File: config.mk
export PLATFORM = sky130hd
export DESIGN_NAME = z_test_dispatcher
export DESIGN_NICKNAME = d
export VERILOG_FILES = /design/src/rtl/rast_pkg.sv /design/src/rtl/frag_fifo.sv /design/src/rtl/z_test_dispatcher.sv
export SDC_FILE = /design/constraint.sdc
export NUM_CORES = 1
export LEC_CHECK = 0
export ABC_CLOCK_PERIOD_IN_PS = 2700
export BUFFER_PORTS_ARGS = -buffer_cell sky130_fd_sc_hd__buf_2
export CAP_MARGIN = 20
export CORE_ASPECT_RATIO = 0.9
export CORE_MARGIN = 3
export CORE_UTILIZATION = 30
export CTS_BUF_LIST = sky130_fd_sc_hd__clkbuf_4 sky130_fd_sc_hd__clkbuf_8
export CTS_CLUSTER_DIAMETER = 80
export DETAILED_ROUTE_END_ITERATION = 6
export PLACE_DENSITY = 0.56
export RECOVER_POWER = 100
export SYNTH_ARGS = -nofsm -noshare
export SYNTH_HDL_FRONTEND = slang
export SYNTH_SLANG_ARGS = --single-unit
File: constraint.sdc
create_clock -name clk_i -period 2.7 [get_ports clk_i]
set_clock_uncertainty 0.05 [all_clocks]
set_input_delay 0.135 -clock clk_i [delete_from_list [all_inputs] [get_ports clk_i]]
set_output_delay 0.135 -clock clk_i [all_outputs]
set_load 0.05 [all_outputs]
File: src/rtl/rast_pkg.sv
// Shared rasteriser types: depth-function encoding, default fragment geometry,
// the fragment payload struct and the dispatcher FSM state encoding.
package rast_pkg;

  localparam int unsigned Z_W     = 8;
  localparam int unsigned X_W     = 2;
  localparam int unsigned Y_W     = 2;
  localparam int unsigned COLOR_W = 16;

  typedef enum logic [2:0] {
    Z_NEVER    = 3'd0,
    Z_LESS     = 3'd1,
    Z_EQUAL    = 3'd2,
    Z_LEQUAL   = 3'd3,
    Z_GREATER  = 3'd4,
    Z_NOTEQUAL = 3'd5,
    Z_GEQUAL   = 3'd6,
    Z_ALWAYS   = 3'd7
  } z_func_t;

  typedef struct packed {
    logic [X_W-1:0]     x;
    logic [Y_W-1:0]     y;
    logic [Z_W-1:0]     z;
    logic [COLOR_W-1:0] color;
  } frag_t;

  typedef enum logic [1:0] {
    ST_IDLE       = 2'd0,
    ST_TEST_WAIT  = 2'd1,
    ST_EMIT       = 2'd2,
    ST_FLUSH_WAIT = 2'd3
  } disp_state_t;

endpackage

File: src/rtl/frag_fifo.sv
// Fragment FIFO: power-of-two depth, show-ahead read (data_o is the head entry).
// Ports: clk_i, rst_ni, push_i/data_i (write), pop_i (consume head), data_o,
//        full_o, empty_o, count_o (current occupancy).
module frag_fifo #(
  parameter int unsigned WIDTH = 28,
  parameter int unsigned DEPTH = 4
) (
  input  logic                       clk_i,
  input  logic                       rst_ni,
  input  logic                       push_i,
  input  logic [WIDTH-1:0]           data_i,
  input  logic                       pop_i,
  output logic [WIDTH-1:0]           data_o,
  output logic                       full_o,
  output logic                       empty_o,
  output logic [$clog2(DEPTH):0]     count_o
);

  localparam int unsigned AW = $clog2(DEPTH);
  localparam int unsigned CW = AW + 1;

  logic [WIDTH-1:0] mem [DEPTH];
  logic [AW-1:0]    wr_ptr_q;
  logic [AW-1:0]    rd_ptr_q;
  logic [CW-1:0]    count_q;
  logic             push_ok;
  logic             pop_ok;

  assign full_o  = (count_q == CW'(DEPTH));
  assign empty_o = (count_q == '0);
  assign count_o = count_q;
  assign data_o  = mem[rd_ptr_q];
  assign push_ok = push_i && !full_o;
  assign pop_ok  = pop_i && !empty_o;

  // Storage needs no reset; occupancy tracking makes stale entries invisible.
  always_ff @(posedge clk_i) begin
    if (push_ok) mem[wr_ptr_q] <= data_i;
  end

  // Pointers wrap naturally because DEPTH is a power of two.
  always_ff @(posedge clk_i or negedge rst_ni) begin
    if (!rst_ni) begin
      wr_ptr_q <= '0;
      rd_ptr_q <= '0;
      count_q  <= '0;
    end else begin
      if (push_ok) wr_ptr_q <= wr_ptr_q + AW'(1);
      if (pop_ok)  rd_ptr_q <= rd_ptr_q + AW'(1);
      case ({push_ok, pop_ok})
        2'b10:   count_q <= count_q + CW'(1);
        2'b01:   count_q <= count_q - CW'(1);
        default: count_q <= count_q;
      endcase
    end
  end

endmodule

File: src/rtl/z_test_dispatcher.sv
// Upstream sequencer for z_buffer: queues fragments, issues one depth test or
// buffer flush at a time, forwards passing fragments over valid/ready.
// Ports: clk_i/rst_ni; frag_* upstream valid/ready; depth_func_i; flush_req_i,
//        flush_busy_o; zb_* command/response to z_buffer; out_* downstream.
// Optional: define Z_TEST_STATS_EN to add stat_pass_o/stat_fail_o counters.
module z_test_dispatcher
  import rast_pkg::*;
#(
  parameter int unsigned Z_SIZE       = Z_W,
  parameter int unsigned X_PIXEL_SIZE = X_W,
  parameter int unsigned Y_PIXEL_SIZE = Y_W,
  parameter int unsigned COLOR_SIZE   = COLOR_W,
  parameter int unsigned FIFO_DEPTH   = 4
) (
  input  logic                    clk_i,
  input  logic                    rst_ni,
  input  logic                    frag_valid_i,
  output logic                    frag_ready_o,
  input  logic [X_PIXEL_SIZE-1:0] frag_x_i,
  input  logic [Y_PIXEL_SIZE-1:0] frag_y_i,
  input  logic [Z_SIZE-1:0]       frag_z_i,
  input  logic [COLOR_SIZE-1:0]   frag_color_i,
  input  logic [2:0]              depth_func_i,
  input  logic                    flush_req_i,
  output logic                    flush_busy_o,
  output logic                    zb_start_o,
  output logic                    zb_flush_o,
  output logic [X_PIXEL_SIZE-1:0] zb_x_o,
  output logic [Y_PIXEL_SIZE-1:0] zb_y_o,
  output logic [Z_SIZE-1:0]       zb_z_o,
  output logic [2:0]              zb_func_o,
  input  logic                    zb_done_i,
  input  logic                    zb_pass_i,
  output logic                    out_valid_o,
  input  logic                    out_ready_i,
  output logic [X_PIXEL_SIZE-1:0] out_x_o,
  output logic [Y_PIXEL_SIZE-1:0] out_y_o,
  output logic [Z_SIZE-1:0]       out_z_o,
  output logic [COLOR_SIZE-1:0]   out_color_o
`ifdef Z_TEST_STATS_EN
  ,
  output logic [31:0]             stat_pass_o,
  output logic [31:0]             stat_fail_o
`endif
);

  localparam int unsigned FRAG_W = X_PIXEL_SIZE + Y_PIXEL_SIZE + Z_SIZE + COLOR_SIZE;
  localparam int unsigned CNT_W  = $clog2(FIFO_DEPTH) + 1;
  localparam int unsigned Z_LSB  = COLOR_SIZE;
  localparam int unsigned Y_LSB  = Z_LSB + Z_SIZE;
  localparam int unsigned X_LSB  = Y_LSB + Y_PIXEL_SIZE;

  disp_state_t       state_q, state_d;
  logic              push_c, pop_c, issue_c, load_out_c, flush_done_c;
  logic              start_d, flush_sel_d, out_valid_d;
  logic              flush_pending_q, flush_pending_d;
  logic              fifo_full, fifo_empty;
  logic [CNT_W-1:0]  fifo_cnt, cnt_next;
  logic [FRAG_W-1:0] fifo_wdata, fifo_rdata;
  z_func_t           zb_func_q;
  logic [COLOR_SIZE-1:0] color_q;

  assign push_c     = frag_valid_i && frag_ready_o && !fifo_full;
  assign fifo_wdata = {frag_x_i, frag_y_i, frag_z_i, frag_color_i};
  assign zb_func_o  = zb_func_q;

  frag_fifo #(
    .WIDTH (FRAG_W),
    .DEPTH (FIFO_DEPTH)
  ) u_fifo (
    .clk_i   (clk_i),
    .rst_ni  (rst_ni),
    .push_i  (push_c),
    .data_i  (fifo_wdata),
    .pop_i   (pop_c),
    .data_o  (fifo_rdata),
    .full_o  (fifo_full),
    .empty_o (fifo_empty),
    .count_o (fifo_cnt)
  );

  // Flush request bookkeeping and post-update FIFO occupancy for the ready register.
  always_comb begin
    flush_pending_d = flush_pending_q;
    if (flush_done_c) flush_pending_d = 1'b0;
    else if (flush_req_i && (state_q != ST_FLUSH_WAIT)) flush_pending_d = 1'b1;
    cnt_next = fifo_cnt + CNT_W'(push_c) - CNT_W'(pop_c);
  end

  // FSM state register.
  always_ff @(posedge clk_i or negedge rst_ni) begin
    if (!rst_ni) state_q <= ST_IDLE;
    else         state_q <= state_d;
  end

  // Next state and command decode; queued fragments drain ahead of a pending flush.
  always_comb begin
    state_d      = state_q;
    start_d      = 1'b0;
    flush_sel_d  = 1'b0;
    pop_c        = 1'b0;
    issue_c      = 1'b0;
    load_out_c   = 1'b0;
    flush_done_c = 1'b0;
    out_valid_d  = out_valid_o;
    case (state_q)
      ST_IDLE: begin
        if (flush_pending_q && fifo_empty) begin
          start_d     = 1'b1;
          flush_sel_d = 1'b1;
          state_d     = ST_FLUSH_WAIT;
        end else if (!fifo_empty) begin
          pop_c   = 1'b1;
          issue_c = 1'b1;
          start_d = 1'b1;
          state_d = ST_TEST_WAIT;
        end
      end
      ST_TEST_WAIT: begin
        if (zb_done_i) begin
          if (zb_pass_i) begin
            load_out_c  = 1'b1;
            out_valid_d = 1'b1;
            state_d     = ST_EMIT;
          end else begin
            state_d = ST_IDLE;
          end
        end
      end
      ST_EMIT: begin
        if (out_ready_i) begin
          out_valid_d = 1'b0;
          state_d     = ST_IDLE;
        end
      end
      ST_FLUSH_WAIT: begin
        if (zb_done_i) begin
          flush_done_c = 1'b1;
          state_d      = ST_IDLE;
        end
      end
      default: state_d = ST_IDLE;
    endcase
  end

  // Registered control outputs; ready reflects occupancy after this cycle's push/pop.
  always_ff @(posedge clk_i or negedge rst_ni) begin
    if (!rst_ni) begin
      zb_start_o      <= 1'b0;
      zb_flush_o      <= 1'b0;
      out_valid_o     <= 1'b0;
      flush_pending_q <= 1'b0;
      flush_busy_o    <= 1'b0;
      frag_ready_o    <= 1'b1;
    end else begin
      zb_start_o      <= start_d;
      zb_flush_o      <= flush_sel_d;
      out_valid_o     <= out_valid_d;
      flush_pending_q <= flush_pending_d;
      flush_busy_o    <= flush_pending_d || (state_d == ST_FLUSH_WAIT);
      frag_ready_o    <= (cnt_next != CNT_W'(FIFO_DEPTH)) && !flush_pending_d;
    end
  end

  // Issued fragment held until done; output register loaded only on a pass.
  always_ff @(posedge clk_i or negedge rst_ni) begin
    if (!rst_ni) begin
      zb_x_o      <= '0;
      zb_y_o      <= '0;
      zb_z_o      <= '0;
      zb_func_q   <= Z_NEVER;
      color_q     <= '0;
      out_x_o     <= '0;
      out_y_o     <= '0;
      out_z_o     <= '0;
      out_color_o <= '0;
    end else begin
      if (issue_c) begin
        zb_x_o    <= fifo_rdata[X_LSB +: X_PIXEL_SIZE];
        zb_y_o    <= fifo_rdata[Y_LSB +: Y_PIXEL_SIZE];
        zb_z_o    <= fifo_rdata[Z_LSB +: Z_SIZE];
        color_q   <= fifo_rdata[0 +: COLOR_SIZE];
        zb_func_q <= z_func_t'(depth_func_i);
      end
      if (load_out_c) begin
        out_x_o     <= zb_x_o;
        out_y_o     <= zb_y_o;
        out_z_o     <= zb_z_o;
        out_color_o <= color_q;
      end
    end
  end

`ifdef Z_TEST_STATS_EN
  // Saturating pass/fail counters, cleared when a flush completes.
  always_ff @(posedge clk_i or negedge rst_ni) begin
    if (!rst_ni) begin
      stat_pass_o <= '0;
      stat_fail_o <= '0;
    end else if (flush_done_c) begin
      stat_pass_o <= '0;
      stat_fail_o <= '0;
    end else if ((state_q == ST_TEST_WAIT) && zb_done_i) begin
      if (zb_pass_i) begin
        if (stat_pass_o != '1) stat_pass_o <= stat_pass_o + 32'd1;
      end else begin
        if (stat_fail_o != '1) stat_fail_o <= stat_fail_o + 32'd1;
      end
    end
  end
`endif

endmodule

# After elaboration in Yosys (flattened, before gate mapping)
# Memories as Yosys holds them, arrays and structs flattened. A register that Yosys moved wholly into a read port is not among the register bits.
# Cells that the tools add are included.
dict set report totals {
  reg_bits 46
  latch_bits 0
  ramBits 112
  mem_bits_ro 0
  input_bits 38
  memories 1
}
# name depth word_bits rd rd_clocked_by_memory_dff write_ports line
set memory_table {}
lappend memory_table {u_fifo.mem 4 28 1 1 1 frag_fifo.sv:22} ;# logic [WIDTH-1:0] mem [DEPTH];
dict set report op_classes {
  n_addsub 6
  n_mul 0
  div_mod_pow 0
  order_cmp 0
  eq_ne 12
  shift 0
  n_mux 28
  bitwise_logic 0
  reduce_logical 17
}
# cell count
set op_table {}
lappend op_table {{2-to-1 mux 1 bit} 19}
lappend op_table {{2-to-1 mux 2 bit} 6}
lappend op_table {{equality test 2 bit (second input constant)} 4}
lappend op_table {{inequality test 2 bit (second input constant)} 4}
lappend op_table {{one-hot mux 2 bit (4 select lines)} 1}
lappend op_table {{logical AND 1 bit} 7}
lappend op_table {{one-hot mux 3 bit (2 select lines)} 1}
lappend op_table {{adder 2 x 1 -> 2 bit (second input constant)} 2}
lappend op_table {{equality test 2 x 1 -> 1 bit (second input constant)} 2}
lappend op_table {{zero test 1 bit} 4}
lappend op_table {{AND reduction 4 bit} 1}
lappend op_table {{nonzero test 2 bit} 2}
lappend op_table {{adder 3 x 1 -> 3 bit} 1}
lappend op_table {{adder 3 x 1 -> 3 bit (second input constant)} 1}
lappend op_table {{equality test 3 bit (second input constant)} 1}
lappend op_table {{zero test 3 bit} 1}
lappend op_table {{inequality test 3 bit (second input constant)} 1}
lappend op_table {{subtractor 3 x 1 -> 3 bit} 1}
lappend op_table {{subtractor 3 x 1 -> 3 bit (second input constant)} 1}
lappend op_table {{zero test 2 bit} 1}
lappend op_table {{one-hot mux 1 bit (2 select lines)} 1}
lappend op_table {{logical OR 1 bit} 1}

# Longest topological paths before layout
# Gate-level depths: netlist of run 1.
dict set report logic_depth {
  word_depth 7
  ltp_mapped 12
  ltp_nobuf 10
}

# By module
# From an unflattened synthesis of run 1, not the netlist that was laid out.
dict set report unflattened {
  cells_unflattened 408
  hier_area_um2 7130.6
}
# mod instances cells_each area_per_inst_um2 seq_area_each_um2
set by_module_without_submodules {}
lappend by_module_without_submodules {frag_fifo 1 183 4488.1 3538.4}
lappend by_module_without_submodules {z_test_dispatcher 1 225 2642.5 1677.9}

# Least setup slack after synthesis of run 1
# Ideal clock, no wire load.
dict set report synth_timing {
  path_kind {register to register}
  start {register u_fifo.count_q[2], in the netlist u_fifo.count_o[2]}
  end {register frag_ready_o}
  arrival_ns 2.242
  setup_slack_ns 0.335
  stages_incl_launch_ff 12
  n_path_buf 1
  synth_period_minus_slack_ns 2.365
  cell_sequence {dfrtp_1 > buf_6 > or3_4 > nand2_4 > inv_1 > ha_1 > inv_1 > ha_1 > fa_1 > xor2_1 > xnor2_1 > a21oi_1}
}
dict set report synth_via {
  elab_chain_len 7
  word_cells_on_any_way 12
  classes_between {2 x add/sub; 2 x eq/ne; 3 x mux; 5 x reduce/logical}
}
# item line
set synth_lines {}
lappend synth_lines {{from (decl)} frag_fifo.sv:25} ;# logic [CW-1:0] count_q;
lappend synth_lines {{from (signal assigned)} frag_fifo.sv:51} ;# 2'b10: count_q <= count_q + CW'(1);
lappend synth_lines {{from (signal assigned)} frag_fifo.sv:52} ;# 2'b01: count_q <= count_q - CW'(1);
lappend synth_lines {{from (signal assigned)} frag_fifo.sv:53} ;# default: count_q <= count_q;
lappend synth_lines {{equality test 3 bit / zero test 3 bit (equally long branches)} {frag_fifo.sv:29, frag_fifo.sv:30}}
lappend synth_lines {{zero test 1 bit, or another cell as far along} z_test_dispatcher.sv:63} ;# assign push_c = frag_valid_i && frag_ready_o && !fifo_full;
lappend synth_lines {{logical AND 1 bit / 2-to-1 mux 1 bit (equally long branches)} {z_test_dispatcher.sv:63, z_test_dispatcher.sv:108}}
lappend synth_lines {{adder 3 x 1 -> 3 bit / 2-to-1 mux 1 bit (equally long branches)} {z_test_dispatcher.sv:87, z_test_dispatcher.sv:106}}
lappend synth_lines {{subtractor 3 x 1 -> 3 bit (*)} z_test_dispatcher.sv:87} ;# cnt_next = fifo_cnt + CNT_W'(push_c) - CNT_W'(pop_c);
lappend synth_lines {{inequality test 3 bit (*)} z_test_dispatcher.sv:161} ;# frag_ready_o <= (cnt_next != CNT_W'(FIFO_DEPTH)) && !flush_pending_d;
lappend synth_lines {{logical AND 1 bit (*)} z_test_dispatcher.sv:161}
lappend synth_lines {{to (signal assigned)} z_test_dispatcher.sv:161}
lappend synth_lines {{to (decl)} z_test_dispatcher.sv:18} ;# output logic frag_ready_o,
# Mark *: on every way between the ends. The rest lies on a longest branch, timed or not.
# A chain may end at the register's enable or synchronous reset.

# Final worst setup path of run 1
# Same ends and word-level chain as after synthesis.

==> results of run 1 <==
## registers in the layout (all words and copies together), names as in the netlist, 3 cells and up
name / cells
zb_z_o: 8
u_fifo.count_o: 3
out_z_o: 8
u_fifo.mem: 112
out_color_o: 16
zb_func_o: 3
color_q: 16
## path summary, 6_finish.rpt
kind	start	to	slack, ns	cells after the start
min in group asynchronous	rst_ni	zb_z_o[3]$_DFFE_PN0N_	0.34	2
hold / removal	frag_valid_i	u_fifo.wr_ptr_q[0]$_DFFE_PN0P_	0.13	4
hold reg to reg	out_valid_o$_DFFE_PN0P_	out_valid_o$_DFFE_PN0P_	0.43	2
max in group asynchronous	rst_ni	u_fifo.rd_ptr_q[0]$_DFFE_PN0P_	0.76	3
setup / recovery	u_fifo.count_o[2]$_DFFE_PN0P_	frag_ready_o$_DFF_PN1_	0.21	10
setup reg to reg	u_fifo.count_o[2]$_DFFE_PN0P_	frag_ready_o$_DFF_PN1_	0.21	10
## report_power, final
part / internal, uW / leakage (uW) / switching, uW
registers: 3710 / 0.00188 / 508
logic: 1420 / 0.000997 / 2330
clock network: 1070 / 0.000231 / 979
## worst reg2reg max path, stage by stage, from the launching register on
cell and delay (ns):
dfrtp_1 0.46, or3_4 0.44, nand2_4 0.11, inv_1 0.05, ha_1 0.27, inv_1 0.04
ha_1 0.18, fa_1 0.38, xor2_1 0.17, xnor2_1 0.13, a21oi_1 0.15
## what timing repair did
action	in CTS	in global routing
endpoints found under the setup margin	0	0
resized for setup	0	0
hold endpoints to repair	158	0
hold buffers	36	0
## area by class of cell
type	instances	area [um^2]	area share
Sequential cell	186	5220	0.608
Multi-Input combinational cell	135	1710	0.199
Timing Repair Buffer	131	788	0.0919
Tap cell	297	372	0.0433
Clock buffer	19	262	0.0305
Clock inverter	13	188	0.0219
Inverter	12	45.0	0.00525
## cells in the final DEF (no fill, tap or decap), types with 2 or more instances in the layout
cell type	netlist	layout
inv_1	11	12
clkinv_2	0	3
and2_1	5	3
dfrtp_2	0	2
dlygate4sd3_1	0	36
nand2_1	3	3
edfxtp_1	112	112
xor2_1	3	3
bufinv_16	0	4
mux2_1	0	7
clkinv_4	0	3
ha_1	7	7
mux2_4	9	2
clkbuf_1	3	78
inv_6	0	3
a31oi_1	1	2
mux2i_1	2	2
fa_1	2	2
nand2b_1	2	2
nor2_1	4	4
xnor2_1	5	5
dfrtp_1	73	71
buf_2	5	8
clkbuf_2	0	4
mux4_2	28	28
clkbuf_8	0	19
mux2_2	51	51
buf_12	1	3
and2_2	0	2
## metal layers
metal,vias to the layer above,track usage
met5,-,0
met2,74,0.188
met4,0,0.0344
met3,15,0.0363
met1,1825,0.134
li1,1600,-
## cells by family (layout without fill, tap and decap cells)
kind of cell,count (synthesis),after routing
flip-flops,186,186
multiplexers,90,90
buffers and inverters,25,175
AND/OR/NAND/NOR,22,22
adder cells (fa/ha/maj),9,9
XOR/XNOR,8,8
AO/OA/AOI/OAI,6,6
## per-stage QoR
step	area (um^2)	power, uW	hold WS, ns	utilization
2_1_floorplan	7090	7320	-0.211	-
3_3_place_gp	7940	8160	0.108	0.348
3_5_place_dp	7940	8280	0.125	0.348
4_1_cts	8750	10400	0.0674	0.383
5_1_grt	8580	10600	0.148	0.376
6_report	8580	10000	0.134	0.376
==> summary.txt, run 1 <==
number of synthesized register bits: 186
CTS Buffer Depth: 2
post-route insts no fill: 793
die height: 152 um
fin worst setup slack: 0.209 ns
most common cell in the netlist: edfxtp_1
prevailing post-synth register cell: edfxtp_1
total grt overflow: 0
hold crit path type: in -> reg
clk sink count: 186
vias post-DR: 3514
die extent in x: 168 um
pin count of the biggest net entering global routing: 41
Final ANT Viol Nets: 0
final setup violation count: 0
Setup Buffers After CTS: 0
setup TNS: 0 ns
Final Hold Viols: 0
WL final: 13200 um
share of layout cells above drive strength 1: 0.276
Syn. warnings: 0
mux cell area share after synthesis: 0.192
Crit path buffers/inverters: 2
Setup CP Type: reg -> reg
CP max stage cell: dfrtp_1
synthesized area per cell: 20.5 um^2
P&R area growth vs syn: 21.1%
asr flop ratio synth: 0.398
worst-skew pair later-pin latency: 0.46 ns
power density over the cells: 1170 mW/mm^2
crit-path max FO: 6
antenna violations before repair: 0
max_slew headroom: 0.302
Max VDD drop: 515 uV
run status: complete, no violations
Critical Path, Cell by Cell: or3_4, nand2_4, inv_1, ha_1, inv_1, ha_1, fa_1, xor2_1, xnor2_1, a21oi_1
Max Used Layer: met4
Metal-1 WL: 5740 um
top cell family by delay on the critical path: adder cells
Least-Margin Pin Slew: 1.05 ns
Ant. Diodes: 0
Slew Viols, Final: 0
Place WS: 0.224 ns
sequential-to-total area share from yosys stat: 0.736
drt pass-1 iters: 6
Mapped Area: 0.00709 mm^2
min cycle time layout: 2.49 ns
PortBufs: 85
met3 wire len: 644 um
Cell variety after synth: 36
adder-cell share of the synthesized area: 0.0180
Cells after Synth: 346
max-cap violations: 0
hpwl dp: 8500 um
Max stage delay on crit path: 0.46 ns
clock-pin slew on the worst setup and hold paths: 0.10 ns
DR vias/cell: 4.43
number of synthesized flops with an enable pin: 112
top post-synthesis cells by area: edfxtp_1, dfrtp_1, mux4_2
initial drt markers: 203
crit end category: flop
CP startpoint kind: flop
DIE AREA: 0.0255 mm^2
Num CTS Buffers: 17
post-synthesis compound-gate area fraction: 0.00671
gr usage total: 0.110
row cnt: 52
RSZ-0062 raised after global routing: no
# IOs: 86
vias in the first global route: 3772
core area: 0.0228 mm^2
routed wl met2: 6680 um
CTS tree: built
Critical Path RT: 3.04 ns
placed insts: 725
CTS root buffer: clkbuf_8
Post-synth top cells: edfxtp_1, dfrtp_1, mux2_2, mux4_2, inv_1
Simple-Gate Fraction of Synth Area: 0.0187
fillers: 2114
upper clock frequency limit: 0.401 GHz
GPL Wtd Cong: 0.666
Synth area leader: edfxtp_1
residual DRC count: 0
final net count: 530
P_leak: 0.00310 uW
initial core utilization: 0.310
H-tree levels: 4
Worst EP arrival: 2.84 ns
main combinational cell family by area after synthesis: multiplexers
first-pass GRT wire length: 21000 um
Final Cycle Share: 0.923
routed length per instance: 16.7 um
top cell type's share of synthesized area: 0.475
syn nets: 393
Post-Synth XOR/XNOR Area: 0.00989
Note: power is estimated with default switching activity, not from simulation.
==> inputs of run 2 (changes only) <==
--- a/config.mk
+++ b/config.mk
@@ -18,4 +18,6 @@
 export RECOVER_POWER = 100
 export SYNTH_ARGS = -nofsm -noshare
 export SYNTH_HDL_FRONTEND = slang
+export SYNTH_HIERARCHICAL = 1
 export SYNTH_SLANG_ARGS = --single-unit
+export TNS_END_PERCENT = 30
==> run 2 against run 1 <==
Compared with the run above: core utilization about the same; clock-buffer cell count down 1; design area up 0.19%; maximum frequency up 2.6%; non-clock buffer count up 2; first-iteration DRC count up 29%; area after synthesis up 0.64%; global-route usage up 0.34 points; synthesized cell count up 18%; flip-flop and latch count unchanged; worst setup slack better by 0.063 ns; critical endpoint unchanged.
==> summary.txt, run 2 <==
most frequent cells in the layout: edfxtp_1, nand2_1, clkbuf_1
row cnt: 52
residual DRC count: 0
Largest register FFs: 112
drt pass-1 iters: 4
setup slack, reg-to-reg: 0.27 ns
Cells after Synth: 408
Post-synth top cells: edfxtp_1, nand2_1, dfrtp_1, mux2_2, mux4_2
power density over the cells: 1120 mW/mm^2
CTS Buffer Depth: 2
Largest regs: u_fifo/mem: 112 flops, color_q: 16 flops, out_color_o: 16 flops
switching part of the total: 0.388
WHS: 0.179 ns
core area: 0.0229 mm^2
GPL Wtd Cong: 0.704
pin count of the biggest net entering global routing: 48
antenna violations before repair: 0
DR vias/cell: 4.38
final setup violation count: 0
R2R Path End: frag_ready_o$_DFF_PN1_
CP startpoint kind: flop
main combinational cell family by area after synthesis: multiplexers
Final ANT Viol Nets: 0
gr usage total: 0.114
vias post-DR: 3733
Post-Synth XOR/XNOR Area: 0.00983
synthesized area per cell: 17.5 um^2
die extent in x: 169 um
P&R area growth vs syn: 20.6%
top cell type's share of synthesized area: 0.472
Setup Buffers After CTS: 0
prevailing post-synth register cell: edfxtp_1
die height: 152 um
Final Cycle Share: 0.899
R2R cell count: 10
P_leak: 0.00320 uW
initial core utilization: 0.311
top post-synthesis cells by area: edfxtp_1, dfrtp_1, mux4_2
# IOs: 86
commonest non-fill, non-tap cell in the layout: edfxtp_1
Gate power share: 0.366
fillers: 2201
CTS tree: built
upper clock frequency limit: 0.412 GHz
Slew Viols, Final: 0
total grt overflow: 0
hold crit path type: in -> reg
setup TNS: 0 ns
clk sink count: 186
Ant. Diodes: 0
run status: complete, no violations
switching power of the nets: 3730 uW
mux cell area share after synthesis: 0.141
CTS root buffer: clkbuf_8
fin util: 0.375
clock-pin slew on the worst setup and hold paths: 0.09 ns
initial drt markers: 261
crit path to: frag_ready_o$_DFF_PN1_
Critical Path RT: 3.01 ns
post-CTS sizing: 0
Least-Margin Pin Slew: 1.49 ns
Sequential Power Share: 0.430
min cycle time layout: 2.43 ns
Num CTS Buffers: 17
Synth area leader: edfxtp_1
Mapped Area: 0.00713 mm^2
sequential-to-total area share from yosys stat: 0.732
final net count: 590
max_slew headroom: 0.00864
max-cap violations: 0
share of layout cells above drive strength 1: 0.214
crit path launch: u_fifo/count_o[0]$_DFFE_PN0P_
DIE AREA: 0.0257 mm^2
RSZ-0062 raised after global routing: no
Crit Reg-Reg Startpoint: u_fifo/count_o[0]$_DFFE_PN0P_
Cell variety after synth: 37
number of synthesized flops with an enable pin: 112
Internal: 5890 uW
clock share of power: 0.203
largest reg by FF count: u_fifo/mem
hpwl dp: 8900 um
Post-CTS Hold Fix Bufs: 36
first-pass GRT wire length: 22400 um
adder-cell share of the synthesized area: 0.0179
Setup CP Type: reg -> reg
number of synthesized register bits: 186
PortBufs: 85
asr flop ratio synth: 0.398
Simple-Gate Fraction of Synth Area: 0.0697
post-synthesis compound-gate area fraction: 0.00737
WL final: 14200 um
worst-skew pair later-pin latency: 0.44 ns
Syn. warnings: 6
syn nets: 455
H-tree levels: 4
routed length per instance: 16.7 um
Max VDD drop: 623 uV
Worst EP arrival: 2.73 ns
crit-path max FO: 6
crit end category: flop
Final Hold Viols: 0
vias in the first global route: 3980
most common cell in the netlist: edfxtp_1
[run 2: cell types whose count changed after synthesis, moves of 2 or more]
cell and change:
buf_2 +2, buf_6 +2, and2_2 +4, nand2_1 +86, and2_1 -4, buf_1 -2
mux2_2 -21, buf_4 +5, clkbuf_1 -2, mux2_4 -8
[run 2: metal layers]
metal  track usage  vias up  share of wire
met5             0        -              0
met4        0.0316        0         0.0037
li1              -     1748              -
met3        0.0402        2          0.056
met1         0.151     1912           0.46
met2         0.177       71           0.48
[run 2: layout make-up]
type | instances | area [um^2] | share of cell area
clock buffers | 18 | 248 | 0.0288
repair buffers | 133 | 783 | 0.0911
clock inverters | 14 | 184 | 0.0214
well taps | 297 | 372 | 0.0432
multi-input cells | 194 | 1750 | 0.204
inverters | 11 | 41.3 | 0.00480
flip-flops and latches | 186 | 5220 | 0.607
[run 2: worst min path at each step]
stage	startpoint	endpoint	slack, ns	depth (start not counted)
2_1_floorplan	rst_ni	color_q[0]$_DFFE_PN0P_	-0.21	0
3_3_place_gp	rst_ni	zb_func_o[0]$_DFFE_PN0P_	0.16	1
3_5_place_dp	rst_ni	zb_func_o[0]$_DFFE_PN0P_	0.17	1
4_1_cts	zb_pass_i	out_valid_o$_DFFE_PN0P_	0.14	4
5_1_grt	frag_valid_i	u_fifo/wr_ptr_q[0]$_DFFE_PN0P_	0.17	5
6_report	frag_valid_i	u_fifo/wr_ptr_q[0]$_DFFE_PN0P_	0.18	5
[run 2: power by group through the flow]
stage | logic [uW] | clock network [uW] | registers [uW]
after global placement | 3580 | 0 | 4170
after detailed placement | 3640 | 0 | 4200
after floorplan | 1790 | 0 | 5180
after global routing | 3810 | 2140 | 4230
after CTS | 3700 | 2030 | 4140
final | 3530 | 1960 | 4140
[run 2: cells by family after synthesis]
family,Yosys count
flip-flops,186
buffers and inverters,28
AO/OA/AOI/OAI,7
adder cells (fa/ha/maj),9
multiplexers,61
AND/OR/NAND/NOR,109
XOR/XNOR,8
[run 2: through the flow]
step / setup slack (ns) / cells / cell area [um^2] / total power, uW
after floorplan: 0.200 / 408 / 7130 / 6970
after global placement: 0.420 / 785 / 7930 / 7750
after detailed placement: 0.364 / 785 / 7930 / 7840
after CTS: 0.343 / 853 / 8720 / 9870
after global routing: 0.112 / 853 / 8600 / 10200
final: 0.272 / 853 / 8600 / 9620
[run 2: critical path, cell delays in order (launching register included)]
cell and delay (ns):
dfrtp_1 0.47, nor3_1 0.23, clkbuf_1 0.22, nor3_4 0.07
ha_1 0.29, inv_1 0.04, ha_1 0.18, fa_1 0.37
xnor2_1 0.20, xnor2_1 0.15, a21oi_1 0.09
